File: src/rtl/multiplier32bit_seq_if.sv
// Request/response bundle for the sequential shift-add multiplier.
// Handshake: start_mult is sampled on every rising edge and accepted only while
// idle (mult_active=0); operands are captured on that edge. mult_active stays
// high until the completion edge, which raises mult_done for exactly one cycle
// together with the updated product/result/overflow.
interface multiplier32bit_seq_if #(
    parameter int WIDTH = 32
);
    logic                 start_mult;
    logic [WIDTH-1:0]     multiplicand;
    logic [WIDTH-1:0]     multiplier;
    logic [2*WIDTH-1:0]   product;
    logic [WIDTH-1:0]     result;
    logic                 overflow;
    logic                 mult_active;
    logic                 mult_done;
    logic [1:0]           dbg_state;

    modport master (
        output start_mult, multiplicand, multiplier,
        input  product, result, overflow, mult_active, mult_done, dbg_state
    );

    modport slave (
        input  start_mult, multiplicand, multiplier,
        output product, result, overflow, mult_active, mult_done, dbg_state
    );
endinterface

File: src/rtl/multiplier32bit_seq.sv
// Radix-2 shift-add unsigned multiplier, one partial product per clock,
// with a fixed-point right shift and saturation on the registered result.
module multiplier32bit_seq #(
    parameter int WIDTH     = 32,
    parameter int FRAC_BITS = 0
) (
    input  logic                  clk,
    input  logic                  reset,
    multiplier32bit_seq_if.slave  bus
);
    localparam int CW = $clog2(WIDTH + 1);

    typedef enum logic [1:0] {
        IDLE   = 2'd0,
        RUN    = 2'd1,
        FINISH = 2'd2
    } state_t;

    state_t             state;
    logic [CW-1:0]      cnt;
    logic [WIDTH-1:0]   mcand;
    logic [WIDTH-1:0]   acc_hi;
    // Holds the multiplier bits still to be consumed and, from the top,
    // the low half of the product as it shifts in.
    logic [WIDTH-1:0]   acc_lo;
    logic [WIDTH:0]     sum;
    logic [2*WIDTH-1:0] full;
    logic [2*WIDTH-1:0] scaled;

    always_comb begin
        sum    = {1'b0, acc_hi} + (acc_lo[0] ? {1'b0, mcand} : {(WIDTH+1){1'b0}});
        full   = {acc_hi, acc_lo};
        scaled = full >> FRAC_BITS;
    end

    assign bus.dbg_state = state;

    always_ff @(posedge clk) begin
        if (reset) begin
            state           <= IDLE;
            cnt             <= '0;
            mcand           <= '0;
            acc_hi          <= '0;
            acc_lo          <= '0;
            bus.product     <= '0;
            bus.result      <= '0;
            bus.overflow    <= 1'b0;
            bus.mult_active <= 1'b0;
            bus.mult_done   <= 1'b0;
        end else begin
            bus.mult_done <= 1'b0;
            case (state)
                IDLE: begin
                    if (bus.start_mult) begin
                        mcand           <= bus.multiplicand;
                        acc_lo          <= bus.multiplier;
                        acc_hi          <= '0;
                        cnt             <= CW'(WIDTH);
                        bus.mult_active <= 1'b1;
                        state           <= RUN;
                    end
                end
                RUN: begin
                    // Carry out of the add lands in acc_hi's MSB through the shift.
                    acc_hi <= sum[WIDTH:1];
                    acc_lo <= {sum[0], acc_lo[WIDTH-1:1]};
                    cnt    <= cnt - CW'(1);
                    if (cnt == CW'(1)) begin
                        state <= FINISH;
                    end
                end
                FINISH: begin
                    bus.product <= full;
                    if (|scaled[2*WIDTH-1:WIDTH]) begin
                        bus.result   <= '1;
                        bus.overflow <= 1'b1;
                    end else begin
                        bus.result   <= scaled[WIDTH-1:0];
                        bus.overflow <= 1'b0;
                    end
                    bus.mult_done   <= 1'b1;
                    bus.mult_active <= 1'b0;
                    state           <= IDLE;
                end
                default: state <= IDLE;
            endcase
        end
    end
endmodule

File: src/flat_wrapper.sv
// flat-port wrapper written by rule: the top's interface ports become plain ports
module multiplier32bit_seq_flat 
#(
    parameter int WIDTH     = 32,
    parameter int FRAC_BITS = 0
)
  (clk, reset, bus_start_mult, bus_multiplicand, bus_multiplier, bus_product, bus_result, bus_overflow, bus_mult_active, bus_mult_done, bus_dbg_state);
  multiplier32bit_seq_if #(.WIDTH(WIDTH)) bus_i ();
  input  logic clk;
  input  logic reset;
  input wire logic [$bits(bus_i.start_mult)-1:0] bus_start_mult;
  input wire logic [$bits(bus_i.multiplicand)-1:0] bus_multiplicand;
  input wire logic [$bits(bus_i.multiplier)-1:0] bus_multiplier;
  output wire logic [$bits(bus_i.product)-1:0] bus_product;
  output wire logic [$bits(bus_i.result)-1:0] bus_result;
  output wire logic [$bits(bus_i.overflow)-1:0] bus_overflow;
  output wire logic [$bits(bus_i.mult_active)-1:0] bus_mult_active;
  output wire logic [$bits(bus_i.mult_done)-1:0] bus_mult_done;
  output wire logic [$bits(bus_i.dbg_state)-1:0] bus_dbg_state;
  assign bus_i.start_mult = bus_start_mult;
  assign bus_i.multiplicand = bus_multiplicand;
  assign bus_i.multiplier = bus_multiplier;
  assign bus_product = bus_i.product;
  assign bus_result = bus_i.result;
  assign bus_overflow = bus_i.overflow;
  assign bus_mult_active = bus_i.mult_active;
  assign bus_mult_done = bus_i.mult_done;
  assign bus_dbg_state = bus_i.dbg_state;
  multiplier32bit_seq #(.WIDTH(WIDTH), .FRAC_BITS(FRAC_BITS)) u_core (.clk(clk), .reset(reset), .bus(bus_i));
endmodule
File: config.mk
export PLATFORM = sky130hd
export DESIGN_NAME = multiplier32bit_seq_flat
export DESIGN_NICKNAME = d
export VERILOG_FILES = /design/src/rtl/multiplier32bit_seq_if.sv /design/src/rtl/multiplier32bit_seq.sv /design/src/flat_wrapper.sv
export SDC_FILE = /design/constraint.sdc
export NUM_CORES = 1
export LEC_CHECK = 0
export BUFFER_PORTS_ARGS = -buffer_cell sky130_fd_sc_hd__buf_2
export CAP_MARGIN = 20
export CORE_UTILIZATION = 45
export DETAILED_ROUTE_END_ITERATION = 10
export GPL_ROUTABILITY_DRIVEN = 0
export PLACE_DENSITY = 0.66
export SYNTH_ARGS = -nofsm -noshare
export SYNTH_HDL_FRONTEND = slang
export SYNTH_SLANG_ARGS = --single-unit
File: constraint.sdc
create_clock -name clk -period 3.7 [get_ports clk]
set_input_delay 0.185 -clock clk [delete_from_list [all_inputs] [get_ports clk]]
set_output_delay 0.185 -clock clk [all_outputs]
set_load 0.01 [all_outputs]
-- Word level (Yosys, flattened, before mapping)
Index checks and enable logic that the tools add are counted.
- output and inout port bits: 101
- memories kept: 0
- bits in latches: 0
- memory bits (writable): 0
- ROM bits: 0
- input port bits: 67
- word-level logic and storage cells: 40
- flip-flop bits (word level): 203
- div/mod/pow operators: 0
- equal/unequal tests: 5
- muxes and demuxes: 15
- reductions and logical operators: 8
- $mul: 0
- shift operators: 0
- bitwise operators: 0
- add/subtract/negate cells: 2
- magnitude comparators: 0
- operators by type and width (cell ; number):
    32-bit two-way mux ; 4
    32-bit case mux with 2 select lines ; 2
    32-bit by 33-bit adder with 33-bit output ; 1
    32-bit OR reduction ; 1
    6-bit case mux with 2 select lines ; 1
    2-bit AND reduction ; 4
    6-bit by 1-bit == test with 1-bit output (second input constant) ; 1
    6-bit two-way mux ; 1
    6-bit by 1-bit subtractor with 6-bit output (second input constant) ; 1
    2-bit two-way mux ; 2
    2-bit case mux with 2 select lines ; 1
    2-bit nonzero test ; 2
    1-bit two-way mux ; 3
    2-bit by 1-bit == test with 1-bit output (second input constant) ; 1
    2-bit == test (second input constant) ; 1
    2-bit logical NOT ; 1
    2-bit by 1-bit != test with 1-bit output (second input constant) ; 1
    2-bit != test (second input constant) ; 1
    1-bit case mux with 2 select lines ; 1

-- Depth between registers and ports, before layout
Gate-level depths: netlist of run 1.
- depth after elaboration: 3
- depth in mapped cells: 11
- mapped depth without buffers: 11

-- Least setup slack after synthesis of run 1
Ideal clock, no wire load.
- path kind: reg2reg
- start point: reg u_core.acc_lo[0]
- end point: reg u_core.acc_hi[30]
- clock period less this slack: 2.621 ns
- arrival time: 2.499 ns
- path buffers: 1
- stages on the path, launching flop included: 12
- setup slack: 1.079 ns
- data required time: 3.578 ns
- setup time: 0.122 ns
- cell sequence: dfxtp_1 clkbuf_1 nand2_1 inv_1 ha_1 a211oi_1 o211ai_2 a221oi_2 a2111o_1 a31oi_2 mux2i_1 a221o_1
- cells in the longest elaborated chain, start to end: 3
- ends and longest elaborated chain (item ; line ; source):
    start, declared ; multiplier32bit_seq.sv:25 ; logic [WIDTH-1:0] acc_lo;
    start signal, assigned ; multiplier32bit_seq.sv:56 ; acc_lo <= bus.multiplier;
    start signal, assigned ; multiplier32bit_seq.sv:66 ; acc_lo <= {sum[0], acc_lo[WIDTH-1:1]};
    32-bit two-way mux ; multiplier32bit_seq.sv:31 ; sum = {1'b0, acc_hi} + (acc_lo[0] ? {1'b0, mcand} : {(WIDTH+1){1'b0}});
    32-bit by 33-bit adder with 33-bit output ; multiplier32bit_seq.sv:31 ;
    32-bit case mux with 2 select lines ; multiplier32bit_seq.sv:52 ; case (state)
    end signal, assigned ; multiplier32bit_seq.sv:65 ; acc_hi <= sum[WIDTH:1];
    end, declared ; multiplier32bit_seq.sv:22 ; logic [WIDTH-1:0] acc_hi;
Every way passes these cells.
A chain may end at the register's enable or synchronous reset.

-- Final worst setup path of run 1
- start point: reg u_core.acc_lo[0]
- end point: reg u_core.acc_hi[27]
The elaborated chain is that of the path after synthesis.

==> flow_summary.ini, run 1 <==
[outcome]
run_status = finished clean

[critical_path]
cp_num_cells = 12
ordered_list_of_cells_on_the_worst_path = buf_4 > and2_1 > ha_1 > inv_1 > fa_1 > nor2b_1 > o2111ai_1 > a21o_1 > a22oi_1 > a21oi_1 > or4_1 > nand3_1
cp_data_required_time_ns = 4.14
number_of_cells_on_the_worst_reg_to_reg_path = 12
criticalPathCategory = reg -> reg
cpPeakStageDelay_ns = 0.42
rr_startpoint = u_core.acc_lo[0]$_SDFFE_PP0P_
worst_setup_path_end_kind = register
ff2ff_setup_slack_ns = 0.65
crit_family = compound AO/OA/AOI/OAI gates
startpoint_type = register
slowest_stage_cell_crit_path = sky130_fd_sc_hd__or4_1
critical_path_buf_inv_count = 2
critPathMaxFanout = 21
crit_arrival_ns = 3.49
timing.rr.end = u_core.acc_hi[27]$_SDFFE_PP0P_

[synthesis]
yosys_warnings = 0
synthArstFlopShare_pct = 0
synth_enable_flop_cells = 0
syn_avg_cell_area_um2 = 7.72
synth_top_flop_cell = sky130_fd_sc_hd__dfxtp_1
yosysTopAreaCellShare_pct = 44.1
synth_top_cell_by_area = sky130_fd_sc_hd__dfxtp_1
ys_seq_elements = 203
synth.cell_area_um2 = 9210
synth_cells = 1193
seq_area_frac_synth_pct = 44.1
yosysUniqueCellTypes = 51
synth_top_cells_by_area = sky130_fd_sc_hd__dfxtp_1 (44%), sky130_fd_sc_hd__nand2_1 (12%), sky130_fd_sc_hd__a21oi_1 (7.6%)
synth_fp_nets = 1295

[global_routing]
global_route.usage.total_pct = 23.0
grt_start_max_net_pins = 99
wire_length_of_the_first_global_routing_pass_mm = 40.8
initial_antenna_violation_count = 1
number_of_global_route_vias_before_repair = 8122
grt-ovfl-total = 0

[pwr]
finalPower_mw = 5.05
power.density_cell_area_nw_per_um2 = 447
max-vdd-ir-drop_v = 0.000320
total_leakage_power_nw = 4.82

[detailed_routing]
drt_pre_antenna_iters = 5
ant_nets = 0
route.vias.total = 8739
final_wirelength_mm = 25.0
route.detailed.vias_per_inst = 5.35
post-route-drc-count = 0
detailedRoute.firstIterationViolations = 520
detail_route.wl_per_cell_um = 15.3

[sta]
min_clock_period_post_route_ns = 3.05
setup_violations = 0
final.setup_skew_ns = 0.0159
post-route-period-util_pct = 82.5
hold_viol_final = 0
slew_violations = 0
setup-tns-final_ns = 0
slew_headroom_pct = 27.2
rsz0062_at_grt = no
max_slew.worst_pin.slew_ns = 1.09
timing.fmax_mhz = 328

[run]
cap_viol_max_count = 0

[clocking]
cts_root_buffer = sky130_fd_sc_hd__clkbuf_16
cts_tree = done
clk-insertion-delay-late_ns = 0.51
h-tree-depth = 1
cts.path.max_buffers = 3
clock_sinks = 203
post_cts_resize_count = 0
cts.repair_timing.setup_buffer_count = 0
path_clk_slew_ns = 0.06
cts_buffers = 23
cts-hold-fix-buffers = 32

[worst_hold_path]
min_to = u_core.acc_lo[7]$_SDFFE_PP0P_
hold_path.startpoint = bus_multiplier[7]
min_delay_path_depth = 5
min_path_type = in -> reg

[cells_and_area]
area_delta_synth_final_pct = 22.5
layout_common_cells = sky130_fd_sc_hd__nand2_1 (283), sky130_fd_sc_hd__dfxtp_1 (203), sky130_fd_sc_hd__buf_2 (166)
most_common_cell_after_layout_fill_and_taps_aside = sky130_fd_sc_hd__nand2_1
drive_gt1_share_pct = 16.8
stdcell_area_um2 = 11300
total_number_of_nets_in_the_final_design = 1453

[placement]
place_area_um2 = 10200
io_buf_count = 167
place_hpwl_mm = 16.6

[floorplan]
die_area_um2 = 21000
die_span_y_um = 145
floorplan.core_area_um2 = 19800
initial_core_util_pct = 46.6
floorplan.die.width_um = 145
design.portCount = 168
std_cell_rows = 51
cell families after synthesis:
kind of cell	Yosys count	synth area share [%]
AO/OA/AOI/OAI	300	19.8
XOR/XNOR	24	2.28
adder cells (fa/ha/maj)	35	4.84
buffers and inverters	90	3.68
flip-flops	203	44.1
multiplexers	7	0.774
AND/OR/NAND/NOR	534	24.5
registers in the layout, summed over array words and instances, names as in the netlist:
register                flops
u_core.acc_hi              32
u_core.cnt                  6
u_core.bus.overflow         1
u_core.bus.mult_done        1
u_core.bus.product         64
u_core.acc_lo              32
u_core.bus.result          32
u_core.bus.dbg_state        2
u_core.mcand               32
u_core.bus.mult_active      1
power by group:
part           total (mW)  internal [mW]  switching (mW)
Sequential           2.32           2.27          0.0596
Combinational       0.457          0.195           0.262
Clock                2.27           1.38           0.887
cell type report:
| cell class | instances | area [um^2] |
|---|---|---|
| Fill cell | 1904 | 8500 |
| Inverter | 11 | 41.3 |
| Tap cell | 265 | 332 |
| Antenna cell | 1 | 2.50 |
| Multi-Input combinational cell | 900 | 4830 |
| Timing Repair Buffer | 212 | 1260 |
| Clock buffer | 33 | 663 |
| Clock inverter | 7 | 91.3 |
| Sequential cell | 203 | 4060 |
synth_stat cells, types with 2 or more instances:
library cell and count:
sky130_fd_sc_hd__o31ai_1 4, sky130_fd_sc_hd__a21oi_1 139, sky130_fd_sc_hd__o21ai_0 44, sky130_fd_sc_hd__or4_1 3, sky130_fd_sc_hd__a31oi_1 33, sky130_fd_sc_hd__nor4_1 11
sky130_fd_sc_hd__nand2b_1 2, sky130_fd_sc_hd__ha_1 34, sky130_fd_sc_hd__or2_2 3, sky130_fd_sc_hd__o21ai_1 2, sky130_fd_sc_hd__dfxtp_1 203, sky130_fd_sc_hd__o211ai_2 2
sky130_fd_sc_hd__inv_1 10, sky130_fd_sc_hd__o21a_1 2, sky130_fd_sc_hd__and3_1 3, sky130_fd_sc_hd__a221oi_1 2, sky130_fd_sc_hd__a41oi_1 2, sky130_fd_sc_hd__a2bb2oi_1 31
sky130_fd_sc_hd__nor3_1 39, sky130_fd_sc_hd__nand4_1 13, sky130_fd_sc_hd__o21bai_1 5, sky130_fd_sc_hd__clkbuf_1 73, sky130_fd_sc_hd__and2_1 33, sky130_fd_sc_hd__a211oi_1 4
sky130_fd_sc_hd__nand3_1 6, sky130_fd_sc_hd__xor2_1 12, sky130_fd_sc_hd__mux2i_1 6, sky130_fd_sc_hd__buf_1 5, sky130_fd_sc_hd__a21o_1 18, sky130_fd_sc_hd__or3_1 3
sky130_fd_sc_hd__xnor2_1 12, sky130_fd_sc_hd__nand2_1 284, sky130_fd_sc_hd__nor2b_1 2, sky130_fd_sc_hd__nor2_1 131
how the worst max path moves through the flow:
| stage | slack, ns | endpoint | start |
|---|---|---|---|
| 3_5_place_dp | 0.69 | u_core.acc_hi[27]$_SDFFE_PP0P_ | u_core.acc_lo[0]$_SDFFE_PP0P_ |
| 4_1_cts | 0.66 | u_core.acc_hi[27]$_SDFFE_PP0P_ | u_core.acc_lo[0]$_SDFFE_PP0P_ |
| 3_3_place_gp | 0.78 | u_core.acc_hi[27]$_SDFFE_PP0P_ | u_core.acc_lo[0]$_SDFFE_PP0P_ |
| 5_1_grt | 0.42 | u_core.acc_hi[27]$_SDFFE_PP0P_ | u_core.acc_lo[0]$_SDFFE_PP0P_ |
| 6_report | 0.65 | u_core.acc_hi[27]$_SDFFE_PP0P_ | u_core.acc_lo[0]$_SDFFE_PP0P_ |
| 2_1_floorplan | 1.08 | u_core.acc_hi[30]$_SDFFE_PP0P_ | u_core.acc_lo[0]$_SDFFE_PP0P_ |
tightest hold or removal path, delay by kind of cell:
| family | cells | cell delay (ns) |
|---|---|---|
| buffers and inverters | 1 | 0.10 |
| AO/OA/AOI/OAI | 1 | 0.06 |
| AND/OR/NAND/NOR | 3 | 0.20 |
metrics by stage:
| stage | cells | worst slack, ns | utilization [%] | hold WS [ns] |
|---|---|---|---|---|
| after floorplan | 1193 | 1.08 | - | 0.321 |
| after global placement | 1559 | 0.784 | 51.6 | 0.425 |
| after detailed placement | 1559 | 0.690 | 51.6 | 0.430 |
| after CTS | 1631 | 0.660 | 57.0 | 0.0778 |
| after global routing | 1632 | 0.416 | 57.0 | 0.0970 |
| final | 1632 | 0.647 | 57.0 | 0.0878 |
per-layer routing:
layer / up-vias / GRT usage [%] / part of all wire (%)
met4: 0 / 5.63 / 1.6
met3: 26 / 3.21 / 4.7
li1: 4414 / - / -
met2: 207 / 37.6 / 46
met1: 4092 / 31.8 / 48
met5: - / 0 / 0
Note: power is estimated with default switching activity, not from simulation.
==> run 2, diff against run 1 <==
Settings changed: ABC_AREA set to 1, PLACE_DENSITY 0.66 to 0.65.
Clock period 3.7 ns to 2.81 ns, I/O delays scaled along.
==> run 2 against run 1 <==
- critical path depth grew 3
- sequential power grew 34%
- cell count rose by 23%
- worst hold slack got worse by 0.068 ns
- routed wire length increased by 11%
- critical path type unchanged
- largest cell class unchanged
- area after synthesis is 9.0% higher
- final area increased by 9.5%
- clock power rose by 30%
- power grew 34%
==> flow_summary.ini, run 2 <==
[outcome]
run_status = finished clean

[synthesis]
synth_top_cells_by_area = sky130_fd_sc_hd__dfxtp_1 (40%), sky130_fd_sc_hd__nand2_1 (18%), sky130_fd_sc_hd__inv_1 (8.5%)
synth_top_cell_by_area = sky130_fd_sc_hd__dfxtp_1
synth.cell_area_um2 = 10000
synth_commonest_cells = sky130_fd_sc_hd__nand2_1 (491), sky130_fd_sc_hd__inv_1 (226), sky130_fd_sc_hd__dfxtp_1 (203)
yosysTopAreaCellShare_pct = 40.5
ys_seq_elements = 203
synth_cells = 1503
synth_most_common_cell = sky130_fd_sc_hd__nand2_1
synth_enable_flop_cells = 0
synthArstFlopShare_pct = 0
yosysUniqueCellTypes = 43
seq_area_frac_synth_pct = 40.5
synth_top_flop_cell = sky130_fd_sc_hd__dfxtp_1
syn_avg_cell_area_um2 = 6.68
synth_fp_nets = 1605
yosys_warnings = 0

[clocking]
cts_buffers = 23
clock_sinks = 203
clk-insertion-delay-late_ns = 0.53
cts_tree = done
cts-hold-fix-buffers = 64
path_clk_slew_ns = 0.07
h-tree-depth = 1
post_cts_resize_count = 0
cts_root_buffer = sky130_fd_sc_hd__clkbuf_16
cts.path.max_buffers = 3
cts.repair_timing.setup_buffer_count = 0

[critical_path]
cpMostUsedCell = sky130_fd_sc_hd__nand2_1
startpoint_type = register
cpPeakStageDelay_ns = 0.58
critical_path_buf_inv_count = 3
crit_family = simple AND/OR/NAND/NOR gates
crit_arrival_ns = 2.91
timing.rr.end = u_core.acc_hi[15]$_SDFFE_PP0P_
cp_data_required_time_ns = 3.21
number_of_cells_on_the_worst_reg_to_reg_path = 15
worst_setup_path_end_kind = register
criticalPathCategory = reg -> reg
cp_num_cells = 15
worst_setup_path_startpoint = u_core.acc_lo[0]$_SDFFE_PP0P_
slowest_stage_cell_crit_path = sky130_fd_sc_hd__dfxtp_1
ff2ff_setup_slack_ns = 0.30
rr_startpoint = u_core.acc_lo[0]$_SDFFE_PP0P_
ordered_list_of_cells_on_the_worst_path = nand2_1 > inv_1 > ha_1 > inv_1 > fa_1 > inv_1 > nand3_1 > nand3_1 > nand2_1 > nand2_1 > nand2_1 > nand2_1 > nand2_1 > nand3_1 > o21ai_0
critPathMaxFanout = 11

[cells_and_area]
largest_reg_flops = 64
total_number_of_nets_in_the_final_design = 1810
fill_cells = 2140
layout.core_utilization_pct = 56.6
regMostFlops = u_core.bus.product
most_common_cell_after_layout_fill_and_taps_aside = sky130_fd_sc_hd__nand2_1
drive_gt1_share_pct = 13.5
total_inserted_antenna_cells = 0
area_delta_synth_final_pct = 23.1
layout_common_cells = sky130_fd_sc_hd__nand2_1 (491), sky130_fd_sc_hd__inv_1 (225), sky130_fd_sc_hd__dfxtp_1 (203)

[detailed_routing]
route.vias.total = 9862
detailedRoute.firstIterationViolations = 599
drt_pre_antenna_iters = 5
final_wirelength_mm = 27.7
detail_route.wl_per_cell_um = 13.8
post-route-drc-count = 0
ant_nets = 0
route.detailed.vias_per_inst = 4.92

[floorplan]
initial_core_util_pct = 46.0
die_span_y_um = 151
floorplan.core_area_um2 = 21800
design.portCount = 168
floorplan.die.width_um = 151
std_cell_rows = 54
die_area_um2 = 22900

[worst_hold_path]
min_to = u_core.acc_lo[0]$_SDFFE_PP0P_
min_delay_path_depth = 3
min_path_type = in -> reg
hold_path.startpoint = bus_multiplier[0]

[pwr]
clock_power_share_pct = 43.8
max-vdd-ir-drop_v = 0.000486
p_comb_share_pct = 10.2
seq_power_share_pct = 46.0
power.density_cell_area_nw_per_um2 = 546
net-switching-power_mw = 1.74
internal-power_mw = 5.01
total_leakage_power_nw = 6.40
power.share.switching_pct = 25.8

[global_routing]
number_of_global_route_vias_before_repair = 8833
initial_antenna_violation_count = 0
global_route.usage.total_pct = 23.6
wire_length_of_the_first_global_routing_pass_mm = 43.7
grt-ovfl-total = 0
grt_start_max_net_pins = 68

[sta]
min_clock_period_post_route_ns = 2.51
final.setup_skew_ns = 0.0203
max_slew.worst_pin.slew_ns = 0.705
slew_headroom_pct = 53.0
timing.fmax_mhz = 399
post-route-period-util_pct = 89.2
rsz0062_at_grt = no
hold_viol_final = 0
slew_violations = 0
setup_violations = 0
setup-tns-final_ns = 0

[run]
cap_viol_max_count = 0

[placement]
place_hpwl_mm = 19.3
io_buf_count = 167
-- run 2: changes by cell type after synthesis, sizes merged, moves of 40 or more --
cell	change
a21oi	-40
clkbuf	-51
inv	+221
nand2	+210
nand3	+75
o21ai	+60
-- run 2: cells by family after synthesis --
| family | after synthesis | synth area share (%) |
|---|---|---|
| compound gates | 253 | 13.9 |
| xor+xnor | 1 | 0.0873 |
| fa+ha+maj | 35 | 4.44 |
| buf+inv | 295 | 12.2 |
| flops | 203 | 40.5 |
| simple gates | 716 | 29.0 |
-- run 2: stage by stage --
| step | power [mW] | setup WS (ns) | cell area, um^2 | hold WS (ns) | instances |
|---|---|---|---|---|---|
| after global placement | 3.77 | 0.395 | 11000 | 0.360 | 1899 |
| final | 6.75 | 0.305 | 12400 | 0.0199 | 2004 |
| after floorplan | 3.60 | 0.484 | 10000 | 0.275 | 1503 |
| after global routing | 7.02 | 0.0426 | 12400 | 0.0127 | 2004 |
| after CTS | 6.79 | 0.298 | 12400 | 0.0195 | 2004 |
| after detailed placement | 3.78 | 0.336 | 11000 | 0.367 | 1899 |
-- run 2: worst max path at each step --
stage	end	slack, ns
floorplan	u_core.acc_hi[15]$_SDFFE_PP0P_	0.48
global placement	u_core.acc_hi[19]$_SDFFE_PP0P_	0.40
detailed placement	u_core.acc_hi[15]$_SDFFE_PP0P_	0.34
CTS	u_core.acc_hi[15]$_SDFFE_PP0P_	0.30
global route	u_core.acc_hi[31]$_SDFFE_PP0P_	0.04
finish	u_core.acc_hi[15]$_SDFFE_PP0P_	0.30
-- run 2: final cells by class --
type                            instances  area, um^2  area share, %
Multi-Input combinational cell       1005        4750           38.4
Clock inverter                          7        77.6          0.628
Inverter                              232         878           7.11
Clock buffer                           34         667           5.40
Sequential cell                       203        4060           32.9
Timing Repair Buffer                  243        1570           12.7
Tap cell                              280         350           2.84
-- run 2: routing by layer --
layer,wire length (um),vias up,share of wire (%),GRT usage (%)
met4,458,0,1.7,5.75
li1,-,5125,-,-
met2,12400,241,45,37.8
met1,13500,4457,49,33.6
met5,0,-,0,0
met3,1430,39,5.1,2.74
-- run 2: power groups by stage --
stage / Sequential [mW] / Combinational [mW] / Clock (mW)
6_report: 3.11 / 0.689 / 2.96
5_1_grt: 3.12 / 0.770 / 3.12
4_1_cts: 3.10 / 0.692 / 3.00
3_5_place_dp: 3.16 / 0.617 / 0
3_3_place_gp: 3.16 / 0.610 / 0
2_1_floorplan: 3.14 / 0.456 / 0
-- run 2: worst min-delay path, stage by stage --
cell	delay, ns
sky130_fd_sc_hd__buf_2	0.07
sky130_fd_sc_hd__a22oi_1	0.07
sky130_fd_sc_hd__o21ai_0	0.21
==> run 3, diff against run 2 <==
Settings changed: MAX_ROUTING_LAYER set to met4.
==> run 3 against run 2 <==
- cell count is the same
- count of clock-buffer cells in the layout is the same
- clock power is essentially flat
- worst hold slack lost 0.0056 ns
- sequential power is essentially flat
- combinational power is essentially flat
- sequential cell count is the same
- critical path depth is the same
- non-clock buffer count is the same
- largest cell class unchanged
- clock skew grew 0.00072 ns
==> flow_summary.ini, run 3 (synthesis gave the netlist of run 2 again) <==
[floorplan]
die_span_y_um = 151
die_area_um2 = 22900
floorplan.core_area_um2 = 21800
design.portCount = 168
initial_core_util_pct = 46.0
floorplan.die.width_um = 151
std_cell_rows = 54

[pwr]
total_leakage_power_nw = 6.40
max-vdd-ir-drop_v = 0.000486
power.density_cell_area_nw_per_um2 = 546
finalPower_mw = 6.75

[critical_path]
setup.worst_path.end = u_core.acc_hi[15]$_SDFFE_PP0P_
rr_startpoint = u_core.acc_lo[0]$_SDFFE_PP0P_
cp_data_required_time_ns = 3.21
criticalPathCategory = reg -> reg
timing.rr.end = u_core.acc_hi[15]$_SDFFE_PP0P_
ff2ff_setup_slack_ns = 0.31
worst_setup_path_end_kind = register
number_of_cells_on_the_worst_reg_to_reg_path = 15
critPathMaxFanout = 11
crit_arrival_ns = 2.90
worst_setup_path_startpoint = u_core.acc_lo[0]$_SDFFE_PP0P_
startpoint_type = register

[global_routing]
number_of_global_route_vias_before_repair = 8840
groute.layer.met2.usage_pct = 37.8
initial_antenna_violation_count = 0
grtUsageMet3_pct = 2.65
grt_start_max_net_pins = 68
wire_length_of_the_first_global_routing_pass_mm = 43.7
global_route.usage.total_pct = 24.3
grt-ovfl-total = 0
met1_demand_to_capacity_share_in_global_routing_pct = 33.7
grt.busiest_layer = met2

[cells_and_area]
area_delta_synth_final_pct = 23.1
drive_gt1_share_pct = 13.5
regMostFlops = u_core.bus.product
most_common_cell_after_layout_fill_and_taps_aside = sky130_fd_sc_hd__nand2_1
total_number_of_nets_in_the_final_design = 1810
total_inserted_antenna_cells = 0
largest_reg_flops = 64
layout_common_cells = sky130_fd_sc_hd__nand2_1 (491), sky130_fd_sc_hd__inv_1 (225), sky130_fd_sc_hd__dfxtp_1 (203)

[clocking]
clock_sinks = 203
h-tree-depth = 1
cts_tree = done
cts.repair_timing.setup_buffer_count = 0
cts.path.max_buffers = 3
clk-insertion-delay-late_ns = 0.53
cts_root_buffer = sky130_fd_sc_hd__clkbuf_16
cts_buffers = 23
path_clk_slew_ns = 0.06
cts-hold-fix-buffers = 64
post_cts_resize_count = 0

[detailed_routing]
ant_nets = 0
detail_route.wl_per_cell_um = 13.9
route.vias.total = 9845
final_wirelength_mm = 27.8
drt_pre_antenna_iters = 6
detailedRoute.firstIterationViolations = 654
post-route-drc-count = 0
route.detailed.vias_per_inst = 4.91

[sta]
slew_violations = 0
setup-tns-final_ns = 0
max_slew.worst_pin.slew_ns = 0.708
rsz0062_at_grt = no
timing.fmax_mhz = 400
min_clock_period_post_route_ns = 2.50
slew_headroom_pct = 52.8
hold_viol_final = 0
setup_violations = 0
post-route-period-util_pct = 89.0
final.setup_skew_ns = 0.0210

[worst_hold_path]
min_delay_path_depth = 3
min_path_type = in -> reg

[outcome]
run_status = finished clean

[placement]
place_hpwl_mm = 19.3
io_buf_count = 167

[run]
cap_viol_max_count = 0
-- run 3: cell counts in the layout (fill, tap and decap cells not counted) --
No cell type changed its count.
-- run 3: per-stage QoR --
stage                     hold WS (ns)  area (um^2)  setup WS, ns  utilization [%]  cells
final                           0.0144        12400         0.308             56.6   2004
after global routing            0.0127        12400        0.0426             56.6   2004
after CTS                       0.0195        12400         0.298             56.6   2004
after detailed placement         0.367        11000         0.336             50.3   1899
after global placement           0.360        11000         0.395             50.3   1899
after floorplan                  0.275        10000         0.484                -   1503
-- run 3: worst min path at each step --
stage | from | to | slack, ns
2_1_floorplan | bus_multiplicand[23] | u_core.mcand[23]$_SDFFE_PP0P_ | 0.28
3_3_place_gp | bus_multiplicand[25] | u_core.mcand[25]$_SDFFE_PP0P_ | 0.36
3_5_place_dp | bus_multiplicand[20] | u_core.mcand[20]$_SDFFE_PP0P_ | 0.37
4_1_cts | bus_multiplier[0] | u_core.acc_lo[0]$_SDFFE_PP0P_ | 0.02
5_1_grt | bus_multiplier[0] | u_core.acc_lo[0]$_SDFFE_PP0P_ | 0.01
6_report | bus_multiplier[0] | u_core.acc_lo[0]$_SDFFE_PP0P_ | 0.01
-- run 3: routing by layer --
layer	up-vias	wire (um)
li1	5123	-
met3	39	1450
met5	-	0
met4	0	447
met1	4434	13500
met2	249	12400
-- run 3: worst max-delay path, cell delays in order (launching register included) --
cell and delay [ns]:
sky130_fd_sc_hd__dfxtp_1 0.58, sky130_fd_sc_hd__nand2_1 0.10, sky130_fd_sc_hd__inv_1 0.08, sky130_fd_sc_hd__ha_1 0.20, sky130_fd_sc_hd__inv_1 0.07, sky130_fd_sc_hd__fa_1 0.39
sky130_fd_sc_hd__inv_1 0.11, sky130_fd_sc_hd__nand3_1 0.08, sky130_fd_sc_hd__nand3_1 0.14, sky130_fd_sc_hd__nand2_1 0.08, sky130_fd_sc_hd__nand2_1 0.12, sky130_fd_sc_hd__nand2_1 0.10
sky130_fd_sc_hd__nand2_1 0.13, sky130_fd_sc_hd__nand2_1 0.06, sky130_fd_sc_hd__nand3_1 0.07, sky130_fd_sc_hd__o21ai_0 0.08
-- run 3: power by group --
| group | switching (mW) | leakage [nW] | total [mW] | internal, mW |
|---|---|---|---|---|
| clock | 1.21 | 0.366 | 2.95 | 1.74 |
| sequential | 0.0953 | 1.65 | 3.11 | 3.01 |
| combinational | 0.431 | 4.39 | 0.691 | 0.260 |
| total | 1.74 | 6.40 | 6.75 | 5.01 |
-- run 3: layout make-up --
class	count	area [um^2]
clock inverters	7	77.6
clock buffers	34	667
inverters	232	878
flip-flops and latches	203	4060
repair buffers	243	1570
fillers	2140	9470
multi-input cells	1005	4750
well taps	280	350
